===== src/rtl/dmem_bus_bridge.sv =====
// Bridges the data-memory controller's word-aligned request onto a valid/ready
// request/response bus, stalling the core until the response (or a timeout) returns.
module dmem_bus_bridge #(
    parameter int unsigned TIMEOUT   = 255,
    parameter int unsigned TIMEOUT_W = 8
) (
    input  logic        clk,
    input  logic        reset,
    input  logic        mem_req,
    input  logic [31:0] mem_addr,
    input  logic [31:0] mem_wdata,
    input  logic [3:0]  mem_wstrb,
    output logic [31:0] mem_rdata,
    output logic        mem_stall,
    output logic        mem_fault,
    output logic        bus_req_valid,
    input  logic        bus_req_ready,
    output logic [31:0] bus_req_addr,
    output logic [31:0] bus_req_wdata,
    output logic [3:0]  bus_req_wstrb,
    output logic        bus_req_write,
    input  logic        bus_resp_valid,
    output logic        bus_resp_ready,
    input  logic [31:0] bus_resp_rdata,
    input  logic        bus_resp_err
);

    typedef enum logic [1:0] {
        ST_IDLE = 2'd0,
        ST_ADDR = 2'd1,
        ST_RESP = 2'd2,
        ST_DONE = 2'd3
    } state_e;

    localparam bit TIMEOUT_EN = (TIMEOUT != 0);
    localparam logic [TIMEOUT_W-1:0] CNT_LAST = TIMEOUT_W'((TIMEOUT == 0) ? 0 : TIMEOUT - 1);

    state_e               state_q, state_d;
    logic                 orphan_q, orphan_d;
    logic [TIMEOUT_W-1:0] cnt_q, cnt_d;
    logic [31:0]          addr_q, addr_d;
    logic [31:0]          wdata_q, wdata_d;
    logic [3:0]           wstrb_q, wstrb_d;
    logic [31:0]          rdata_q, rdata_d;
    logic                 fault_q, fault_d;

    // State and datapath registers
    always_ff @(posedge clk or posedge reset) begin
        if (reset) begin
            state_q  <= ST_IDLE;
            orphan_q <= 1'b0;
            cnt_q    <= '0;
            addr_q   <= '0;
            wdata_q  <= '0;
            wstrb_q  <= '0;
            rdata_q  <= '0;
            fault_q  <= 1'b0;
        end else begin
            state_q  <= state_d;
            orphan_q <= orphan_d;
            cnt_q    <= cnt_d;
            addr_q   <= addr_d;
            wdata_q  <= wdata_d;
            wstrb_q  <= wstrb_d;
            rdata_q  <= rdata_d;
            fault_q  <= fault_d;
        end
    end

    // Next-state logic
    always_comb begin
        state_d  = state_q;
        orphan_d = orphan_q;
        cnt_d    = cnt_q;
        addr_d   = addr_q;
        wdata_d  = wdata_q;
        wstrb_d  = wstrb_q;
        rdata_d  = rdata_q;
        fault_d  = fault_q;

        case (state_q)
            ST_IDLE: begin
                if (mem_req && !orphan_q) begin
                    addr_d  = mem_addr;
                    wdata_d = mem_wdata;
                    wstrb_d = mem_wstrb;
                    state_d = ST_ADDR;
                end
            end
            ST_ADDR: begin
                if (bus_req_ready) begin
                    cnt_d   = '0;
                    state_d = ST_RESP;
                end
            end
            ST_RESP: begin
                cnt_d = cnt_q + TIMEOUT_W'(1);
                // A response in the timeout cycle takes priority over the fault
                if (bus_resp_valid) begin
                    rdata_d = bus_resp_rdata;
                    fault_d = bus_resp_err;
                    state_d = ST_DONE;
                end else if (TIMEOUT_EN && (cnt_q == CNT_LAST)) begin
                    rdata_d  = '0;
                    fault_d  = 1'b1;
                    orphan_d = 1'b1;
                    state_d  = ST_DONE;
                end
            end
            ST_DONE: begin
                state_d = ST_IDLE;
            end
            default: begin
                state_d = ST_IDLE;
            end
        endcase

        // Swallow the late response belonging to a timed-out transaction
        if (orphan_q && bus_resp_valid && (state_q != ST_RESP)) begin
            orphan_d = 1'b0;
        end
    end

    assign mem_stall      = mem_req && (state_q != ST_DONE) && !reset;
    assign mem_rdata      = rdata_q;
    assign mem_fault      = fault_q && (state_q == ST_DONE);
    assign bus_req_valid  = (state_q == ST_ADDR);
    assign bus_req_addr   = addr_q;
    assign bus_req_wdata  = wdata_q;
    assign bus_req_wstrb  = wstrb_q;
    assign bus_req_write  = |wstrb_q;
    assign bus_resp_ready = (state_q == ST_RESP) || orphan_q;

endmodule


===== config.mk =====
export PLATFORM = sky130hd
export DESIGN_NAME = dmem_bus_bridge
export DESIGN_NICKNAME = d
export VERILOG_FILES = /design/src/rtl/dmem_bus_bridge.sv
export SDC_FILE = /design/constraint.sdc
export NUM_CORES = 1
export LEC_CHECK = 0
export BUFFER_PORTS_ARGS = -buffer_cell sky130_fd_sc_hd__clkbuf_2
export CAP_MARGIN = 20
export CORE_MARGIN = 2
export CORE_UTILIZATION = 46
export DETAILED_ROUTE_END_ITERATION = 8
export PLACE_DENSITY = 0.9
export SLEW_MARGIN = 20
export SYNTH_ARGS = -nofsm -noshare
export SYNTH_HDL_FRONTEND = slang
export SYNTH_SLANG_ARGS = --single-unit

===== constraint.sdc =====
create_clock -name clk -period 4.7 [get_ports clk]
set_clock_uncertainty 0.1 [all_clocks]
set_input_delay 0.94 -clock clk [delete_from_list [all_inputs] [get_ports clk]]
set_output_delay 0.94 -clock clk [all_outputs]
set_load 0.02 [all_outputs]

==> metrics, run 1 <==
status=complete, no violations; post-DR vias/cell=around 5; Final Hold Fails=0; most frequent cell after synthesis=dfrtp_1; number of synthesized flops with an enable pin=0; R2R Setup Slk=2460 ps; drt drc=0; RePlAce Congestion=0.812; Worst EP required=3660 ps; H-tree depth=3; post_cts resized=0; worst r2r src=state_q[0]$_DFFE_PP0P_; placement row count=35; Routed Antenna Nets=0; sequential area share after synthesis=63.2%; CTS tree=yes; Hold Crit Endpoint=bus_req_addr[20]$_DFFE_PP0P_; critical path endpoint category=primary output; flip-flop and latch area=approximately 2800 sq um; minimum clock period=2740 ps; first-pass GRT wire length=14800 microns; P&R area growth vs syn=30.6%; syn nets=approximately 410; Top FF cell, synth=dfrtp_1; DRT Wirelength=10000 microns; multi-input logic area=1520 sq um; P_leak=between 0.003 and 0.004 uW; Synth Register Bits=112; Post-Place Cell Area=roughly 5600 sq um; Final Max Tran Viols=0; Initial DRC Count=88; Post-CTS Setup Inserts=0; RSZ-0062 raised after global routing=no; Post-Syn Instances=300; Ports=between 200 and 250; vias in the first global route=3121; via count=3216; length in cells of the worst reg-to-reg path=5; CTS buffer count=9; fin nets=622; Rel. slew slack=44.8%; r2r endpoint=mem_rdata[3]$_DFFE_PP0P_; I/O Buffers=210; Unique masters post-synth=36; design area=5790 sq um; Avg Cell Area, Syn=14.8 sq um; Longest Clk Path Bufs=2; Synthesis Warnings=0; Starting Density=47.8%; Setup Crit Path Kind=reg2out; synth top area cells=dfrtp_1 63%, mux2_2 18%, a22o_1 5.7%, ha_1 2.0%, buf_2 1.1%; sum of net half-perimeters after detailed placement=7600 microns; Hold Path Class=reg2reg; GRT overflow=0; Clock transition at path regs=100 ps; Startpoint Class=register; Post-Syn Area=4430 sq um; fill cell count=736; ant diodes=0; Post-synth top cells=112 x dfrtp_1, 69 x mux2_2, 29 x a22o_1; Max Fclk=about 0.37 GHz; setup violators final=0; Async SR Flop Fraction=100%; die width=102 microns; Worst EP arrival=1700 ps; CTS root buf=clkbuf_8; worst-margin pin slew=828 ps; hold-fix buffer count after cts=0; Tot GR Track Use=18.3%; share of layout cells above drive strength 1=60.1%; Crit Path Max Fanout=13; worst hold stages=1; largest net degree at the start of global routing=84; total negative slack=0 ps; per-cell routed wire length=15.6 microns; post-synth top area cell=dfrtp_1; die area=10400 sq um; Pre-antenna DRT Iters=4; post-synth top area share=63.2%; peak supply drop=~0.00039 V; max cap viols=0; PwrDens=726 nW/um^2; Clock Latency Late Sink=350 ps; core area=9280 sq um; clock sinks=112; antenna violations before repair=0; period utilization=approximately three fifths; floorplan die height=roughly 100 microns; HP Start=bus_req_addr[20]$_DFFE_PP0P_
## layout make-up
type                            count  share of cell area [%]
Timing Repair Buffer              212                    18.4
Sequential cell                   112                    48.4
Multi-Input combinational cell    164                    26.2
Tap cell                          129                    2.79
Clock inverter                      6                    1.27
Inverter                           10                   0.735
Clock buffer                       10                    2.20
## critical path: stages (launching register included)
cell and delay [ps]:
dfrtp_1 400, inv_1 90, ha_1 350, or2_2 340
clkbuf_2 150
## worst max-delay path by stage
stage	startpoint	endpoint	slack, ps	cells past startpoint
3_5_place_dp	state_q[0]$_DFFE_PP0P_	mem_rdata[3]$_DFFE_PP0P_	2090	5
2_1_floorplan	reset	bus_req_addr[0]$_DFFE_PP0P_	700	1
4_1_cts	state_q[0]$_DFFE_PP0P_	bus_resp_ready	1940	4
5_1_grt	state_q[0]$_DFFE_PP0P_	bus_resp_ready	1860	4
3_3_place_gp	mem_req	bus_req_wdata[27]$_DFFE_PP0P_	2210	5
6_report	state_q[0]$_DFFE_PP0P_	bus_resp_ready	1960	4
## sequential cells by signal (all words and copies together), names as in the netlist
name / flops
fault_q: 1
bus_req_wstrb: 4
orphan_q: 1
bus_req_wdata: 32
mem_rdata: 32
cnt_q: 8
state_q: 2
bus_req_addr: 32
## per-layer routing
layer  GRT usage [%]  part of all wire [%]  up-vias
met2            31.3                    50      167
met3            5.47                   9.1       17
met5               0                     0        -
li1                -                     -     1495
met1            21.9                    39     1537
met4            6.87                   1.9        0
## stage by stage
step | hold WS, ps | setup slack, ps | instances | utilization, % | total power (uW)
3_5_place_dp | 385 | 2090 | 627 | 60.1 | 3660
6_report | 411 | 1960 | 643 | 62.4 | 4200
2_1_floorplan | 385 | 701 | 300 | - | 2970
5_1_grt | 422 | 1860 | 643 | 62.4 | 4450
4_1_cts | 412 | 1940 | 643 | 62.3 | 4240
3_3_place_gp | 383 | 2210 | 627 | 60.1 | 3550
## where the power goes
part / leakage, uW / switching (uW) / internal [uW] / total (uW)
Clock: 0.000102 / 321 / 255 / 576
Combinational: 0.00155 / 1120 / 808 / 1930
Sequential: 0.00136 / 273 / 1420 / 1690
## cell families (layout without fill, tap and decap cells)
family	after synthesis	count (layout)	share of synthesized area (%)
buffers and inverters	24	238	2.82
and+or+nand+nor	35	35	4.54
DFF	112	112	63.2
AOI/OAI and AO/OA	49	49	9.09
muxes	71	71	18.0
xor gates and xnor gates	2	2	0.395
adders and majority gates	7	7	1.98
## placed cells by master (no fill, tap or decap), drive strengths merged, types with 2 or more instances in the layout
| cell type | Yosys | routed |
|---|---|---|
| o21ai | 5 | 5 |
| a21oi | 4 | 4 |
| and3 | 2 | 2 |
| ha | 7 | 7 |
| clkinv | 0 | 2 |
| inv | 10 | 13 |
| nand4 | 3 | 3 |
| nor3 | 2 | 2 |
| nand2 | 7 | 7 |
| xnor2 | 2 | 2 |
| dfrtp | 112 | 112 |
| clkbuf | 1 | 220 |
| nor2 | 7 | 7 |
| o311ai | 3 | 3 |
| a22o | 32 | 32 |
| mux2 | 69 | 69 |
| mux2i | 2 | 2 |
| buf | 13 | 2 |
| or2 | 3 | 3 |
| nand3 | 3 | 3 |
(Power assumes the default switching activity.)
==> run 2: changes to the inputs <==
==> constraint.sdc (replaced) <==
create_clock -name clk -period 2.7 [get_ports clk]
set_clock_uncertainty 0.1 [all_clocks]
set_input_delay 0.54 -clock clk [delete_from_list [all_inputs] [get_ports clk]]
set_output_delay 0.54 -clock clk [all_outputs]
set_load 0.02 [all_outputs]
==> metrics, run 2 (same netlist as run 1, synthesis figures left out) <==
RePlAce Congestion=0.874 (+7.5%); I/O Buffers=210 (unchanged); most common cell after layout, fill and taps aside=clkbuf_2; CTS root buf=clkbuf_8; die area=10400 sq um (unchanged); DRT Wirelength=9820 microns (-2.1%); share of layout cells above drive strength 1=60.3% (+0.19 points); Pre-antenna DRT Iters=4 (unchanged); RSZ-0062 raised after global routing=no; placement row count=35 (unchanged); largest net degree at the start of global routing=113 (+35%); Startpoint Class=register; Routed Antenna Nets=0 (unchanged); first-pass GRT wire length=15200 microns (+2.5%); hold-fix buffer count after cts=0 (unchanged); status=complete, no violations; most frequent cells in the layout=210 x clkbuf_2, 112 x dfrtp_1, 69 x mux2_2; ant diodes=0 (unchanged); P_leak=0.00301 uW (-0.18%); per-cell routed wire length=15.3 microns (-2.1%); Starting Density=47.8% (unchanged); Rel. slew slack=62.2% (+17 points); Final Max Tran Viols=0 (unchanged); floorplan die height=102 microns (unchanged); CTS buffer count=9 (unchanged); total negative slack=0 ps (unchanged); CTS tree=yes; die width=102 microns (unchanged); Hold Path Class=in2async; fill cell count=729 (-0.95%); fin nets=623 (+0.16%); GRT overflow=0 (unchanged); max cap viols=0 (unchanged); Initial DRC Count=91 (+3.4%); sum of net half-perimeters after detailed placement=7370 microns (-3.0%); clock sinks=112 (unchanged); via count=3176 (-1.2%); Clock transition at path regs=110 ps (about the same); period utilization=86.8%; minimum clock period=2340 ps; Worst EP arrival=1700 ps (about the same); PwrDens=1240 nW/um^2 (+71%); vias in the first global route=3276 (+5.0%); Longest Clk Path Bufs=2 (unchanged); peak supply drop=0.000574 V (+49%); drt drc=0 (unchanged); Final Hold Fails=0 (unchanged); Max Fclk=0.427 GHz; Setup Crit Path Kind=reg2out; core area=9280 sq um (unchanged); antenna violations before repair=0 (unchanged); Worst EP required=2060 ps (-1600 ps); WHS=248 ps (-162 ps); worst-margin pin slew=567 ps (-261 ps); Tot GR Track Use=18.3% (+0.037 points); post-DR vias/cell=4.94 (-1.2%); post_cts resized=0 (unchanged); H-tree depth=3 (unchanged); critical path endpoint category=primary output; Ports=211 (unchanged); Crit Path Max Fanout=13 (unchanged); P&R area growth vs syn=30.7% (about the same); Clock Latency Late Sink=340 ps (about the same); setup violators final=0 (unchanged); Post-CTS Setup Inserts=0 (unchanged)
[run 2: cell types whose count changed in the layout (fill, tap and decap cells not counted), sizes merged]
cell and delta:
clkinvlp +3, inv -2, buf +1, bufinv -1, clkinv -1
[run 2: routing by layer]
layer  track usage (%)  up-vias  part of all wire [%]
met1              23.6     1523                    42
met4              5.64        0                  0.81
li1                  -     1498                     -
met2              31.9      149                    50
met5                 0        -                     0
met3              3.08        6                   6.9
[run 2: final cells by class]
| type | count | area (sq um) | share of cell area, % |
|---|---|---|---|
| clock buffer | 10 | 138 | 2.38 |
| clock inverter | 5 | 41.3 | 0.713 |
| inverter | 10 | 41.3 | 0.713 |
| multi-input combinational | 164 | 1510 | 26.1 |
| sequential | 112 | 2800 | 48.4 |
| tap | 129 | 161 | 2.79 |
| timing repair buffer | 213 | 1100 | 19.0 |
[run 2: through the flow]
stage | instance area, sq um | instances | util, % | setup WS, ps | power, uW
2_1_floorplan | 4440 | 300 | - | 703 | 5170
3_5_place_dp | 5620 | 628 | 60.5 | 667 | 6380
4_1_cts | 5790 | 643 | 62.4 | 338 | 7300
6_report | 5790 | 643 | 62.4 | 355 | 7210
5_1_grt | 5790 | 643 | 62.4 | 253 | 7660
3_3_place_gp | 5620 | 628 | 60.5 | 810 | 6190
[run 2: worst paths after layout]
kind,startpoint,endpoint,slack (ps),cells after the start
max,state_q[0]$_DFFE_PP0P_,bus_resp_ready,360,4
min,reset,bus_req_wdata[23]$_DFFE_PP0P_,250,3
max reg2reg,state_q[0]$_DFFE_PP0P_,mem_rdata[17]$_DFFE_PP0P_,650,6
min reg2reg,bus_req_addr[6]$_DFFE_PP0P_,bus_req_addr[6]$_DFFE_PP0P_,410,1
max in group asynchronous,reset,bus_req_addr[24]$_DFFE_PP0P_,1820,3
min in group clk,bus_resp_valid,orphan_q$_DFFE_PP0P_,290,2
[run 2: critical path: stages, from the launching register on]
cell      delay (ps)
dfrtp_1          420
inv_1            100
ha_1             340
or2_2            340
clkbuf_2         160
[run 2: power by group]
part	internal, uW	switching, uW	total [uW]
clock	365	547	912
combinational	1420	1940	3360
sequential	2470	468	2940
total	4250	2950	7210
==> run 3: changes to the inputs <==
--- a/config.mk
+++ b/config.mk
@@ -8,9 +8,10 @@
 export BUFFER_PORTS_ARGS = -buffer_cell sky130_fd_sc_hd__clkbuf_2
 export CAP_MARGIN = 20
 export CORE_MARGIN = 2
-export CORE_UTILIZATION = 46
+export CORE_UTILIZATION = 48
+export CTS_BUF_LIST = sky130_fd_sc_hd__clkbuf_4 sky130_fd_sc_hd__clkbuf_8
 export DETAILED_ROUTE_END_ITERATION = 8
-export PLACE_DENSITY = 0.9
+export PLACE_DENSITY = 0.93
 export SLEW_MARGIN = 20
 export SYNTH_ARGS = -nofsm -noshare
 export SYNTH_HDL_FRONTEND = slang
==> metrics, run 3 (same netlist as run 1, synthesis figures left out) <==
post-route core utilization=63.8% (+1.4 points); antenna violations before repair=0 (unchanged); Pre-antenna DRT Iters=4 (unchanged); design area=5810 sq um (+0.30%); post-DR vias/cell=5.17 (+4.6%); most common cell after layout, fill and taps aside=clkbuf_2; Clock Latency Late Sink=350 ps (about the same); via count=3240 (+2.0%); CTS root buf=clkbuf_8; largest net degree at the start of global routing=69 (-39%); Starting Density=48.7% (+0.92 points); per-cell routed wire length=15.6 microns (+2.2%); Initial DRC Count=94 (+3.3%); Rel. slew slack=72.7% (+11 points); most frequent cells in the layout=210 x clkbuf_2, 112 x dfrtp_1, 69 x mux2_2; Longest Clk Path Bufs=2 (unchanged); Critical-path top delay cell=dfrtp_1; minimum clock period=2330 ps (-14.3 ps); post_cts resized=0 (unchanged); Clock transition at path regs=110 ps (about the same); floorplan die height=100 microns (-2.0%); vias in the first global route=3205 (-2.2%); share of layout cells above drive strength 1=60.5% (+0.15 points); first-pass GRT wire length=15100 microns (-0.18%); critical path endpoint category=primary output; Crit Path Max Fanout=13 (unchanged); max cap viols=0 (unchanged); core area=9110 sq um (-1.9%); I/O Buffers=210 (unchanged); Ports=211 (unchanged); RSZ-0062 raised after global routing=no; ant diodes=0 (unchanged); Hold Path Class=in2async; die area=10000 sq um (-4.0%); peak supply drop=0.000679 V (+18%); Final Hold Fails=0 (unchanged); worst-path cell chain=inv_1 > ha_1 > or2_2 > clkbuf_2; Startpoint Class=register; total negative slack=0 ps (unchanged); CTS tree=yes; PnR Total Power=7270 uW (+0.87%); P_leak=0.00303 uW (+0.74%); DRT Wirelength=9790 microns (-0.31%); placement row count=35 (unchanged); CTS buffer count=9 (unchanged); Tot GR Track Use=19.1% (+0.75 points); Post-Place Cell Area=5610 sq um (about the same); clock sinks=112 (unchanged); Worst EP required=2060 ps (about the same); Worst EP arrival=1690 ps (about the same); period utilization=86.3% (-0.53 points); status=complete, no violations; worst-margin pin slew=397 ps (-169 ps); RePlAce Congestion=0.817 (-6.5%); hold-fix buffer count after cts=0 (unchanged); setup violators final=0 (unchanged); Routed Antenna Nets=0 (unchanged); sum of net half-perimeters after detailed placement=7420 microns (+0.73%); drt drc=0 (unchanged); P&R area growth vs syn=31.1%; Setup Crit Path Kind=reg2out; fin nets=624 (+0.16%); GRT overflow=0 (unchanged); Max Fclk=0.429 GHz (+0.61%); CP max stage delay=410 ps (about the same); H-tree depth=3 (unchanged); Final Max Tran Viols=0 (unchanged); PwrDens=1250 nW/um^2 (+0.57%); Post-CTS Setup Inserts=0 (unchanged); die width=100 microns (-2.0%)
[run 3: path summary, 6_finish.rpt]
check | start | endpoint | slack, ps | depth (start not counted)
hold / removal | reset | mem_rdata[3]$_DFFE_PP0P_ | 90 | 2
hold reg to reg | mem_rdata[27]$_DFFE_PP0P_ | mem_rdata[27]$_DFFE_PP0P_ | 410 | 1
min in group clk | bus_resp_rdata[8] | mem_rdata[8]$_DFFE_PP0P_ | 290 | 2
setup / recovery | state_q[0]$_DFFE_PP0P_ | bus_resp_ready | 370 | 4
setup reg to reg | state_q[0]$_DFFE_PP0P_ | mem_rdata[24]$_DFFE_PP0P_ | 700 | 6
max in group asynchronous | reset | bus_req_addr[5]$_DFFE_PP0P_ | 1800 | 3
[run 3: layout make-up]
type / count / area [sq um]
flip-flops and latches: 112 / 2800
clock buffers: 10 / 138
well taps: 111 / 139
fillers: 720 / 3300
repair buffers: 214 / 1120
clock inverters: 6 / 61.3
inverters: 10 / 41.3
multi-input cells: 164 / 1510
[run 3: report_power, final]
part	total [uW]	leakage, uW	internal [uW]	switching (uW)
sequential	2930	0.00136	2470	465
clock	965	0.0000982	384	581
combinational	3370	0.00157	1420	1950
[run 3: critical path, delay by kind of cell, from the launching register on]
family / cells / cell delay, ps
flip-flops: 1 / 410
buffers and inverters: 2 / 260
adder cells (fa/ha/maj): 1 / 330
AND/OR/NAND/NOR: 1 / 350
[run 3: through the flow]
| stage | hold slack (ps) | setup slack [ps] | std cells |
|---|---|---|---|
| 5_1_grt | 94.5 | 257 | 627 |
| 6_report | 88.2 | 370 | 627 |
| 3_3_place_gp | 383 | 796 | 611 |
| 3_5_place_dp | 385 | 693 | 611 |
| 4_1_cts | 76.0 | 339 | 627 |
| 2_1_floorplan | 385 | 703 | 300 |
[run 3: metal layers]
layer	wire [microns]	vias up	global-route usage (%)
li1	-	1503	-
met1	4110	1567	24.2
met2	4860	155	31.7
met3	675	15	5.43
met4	148	0	6.64
met5	0	-	0
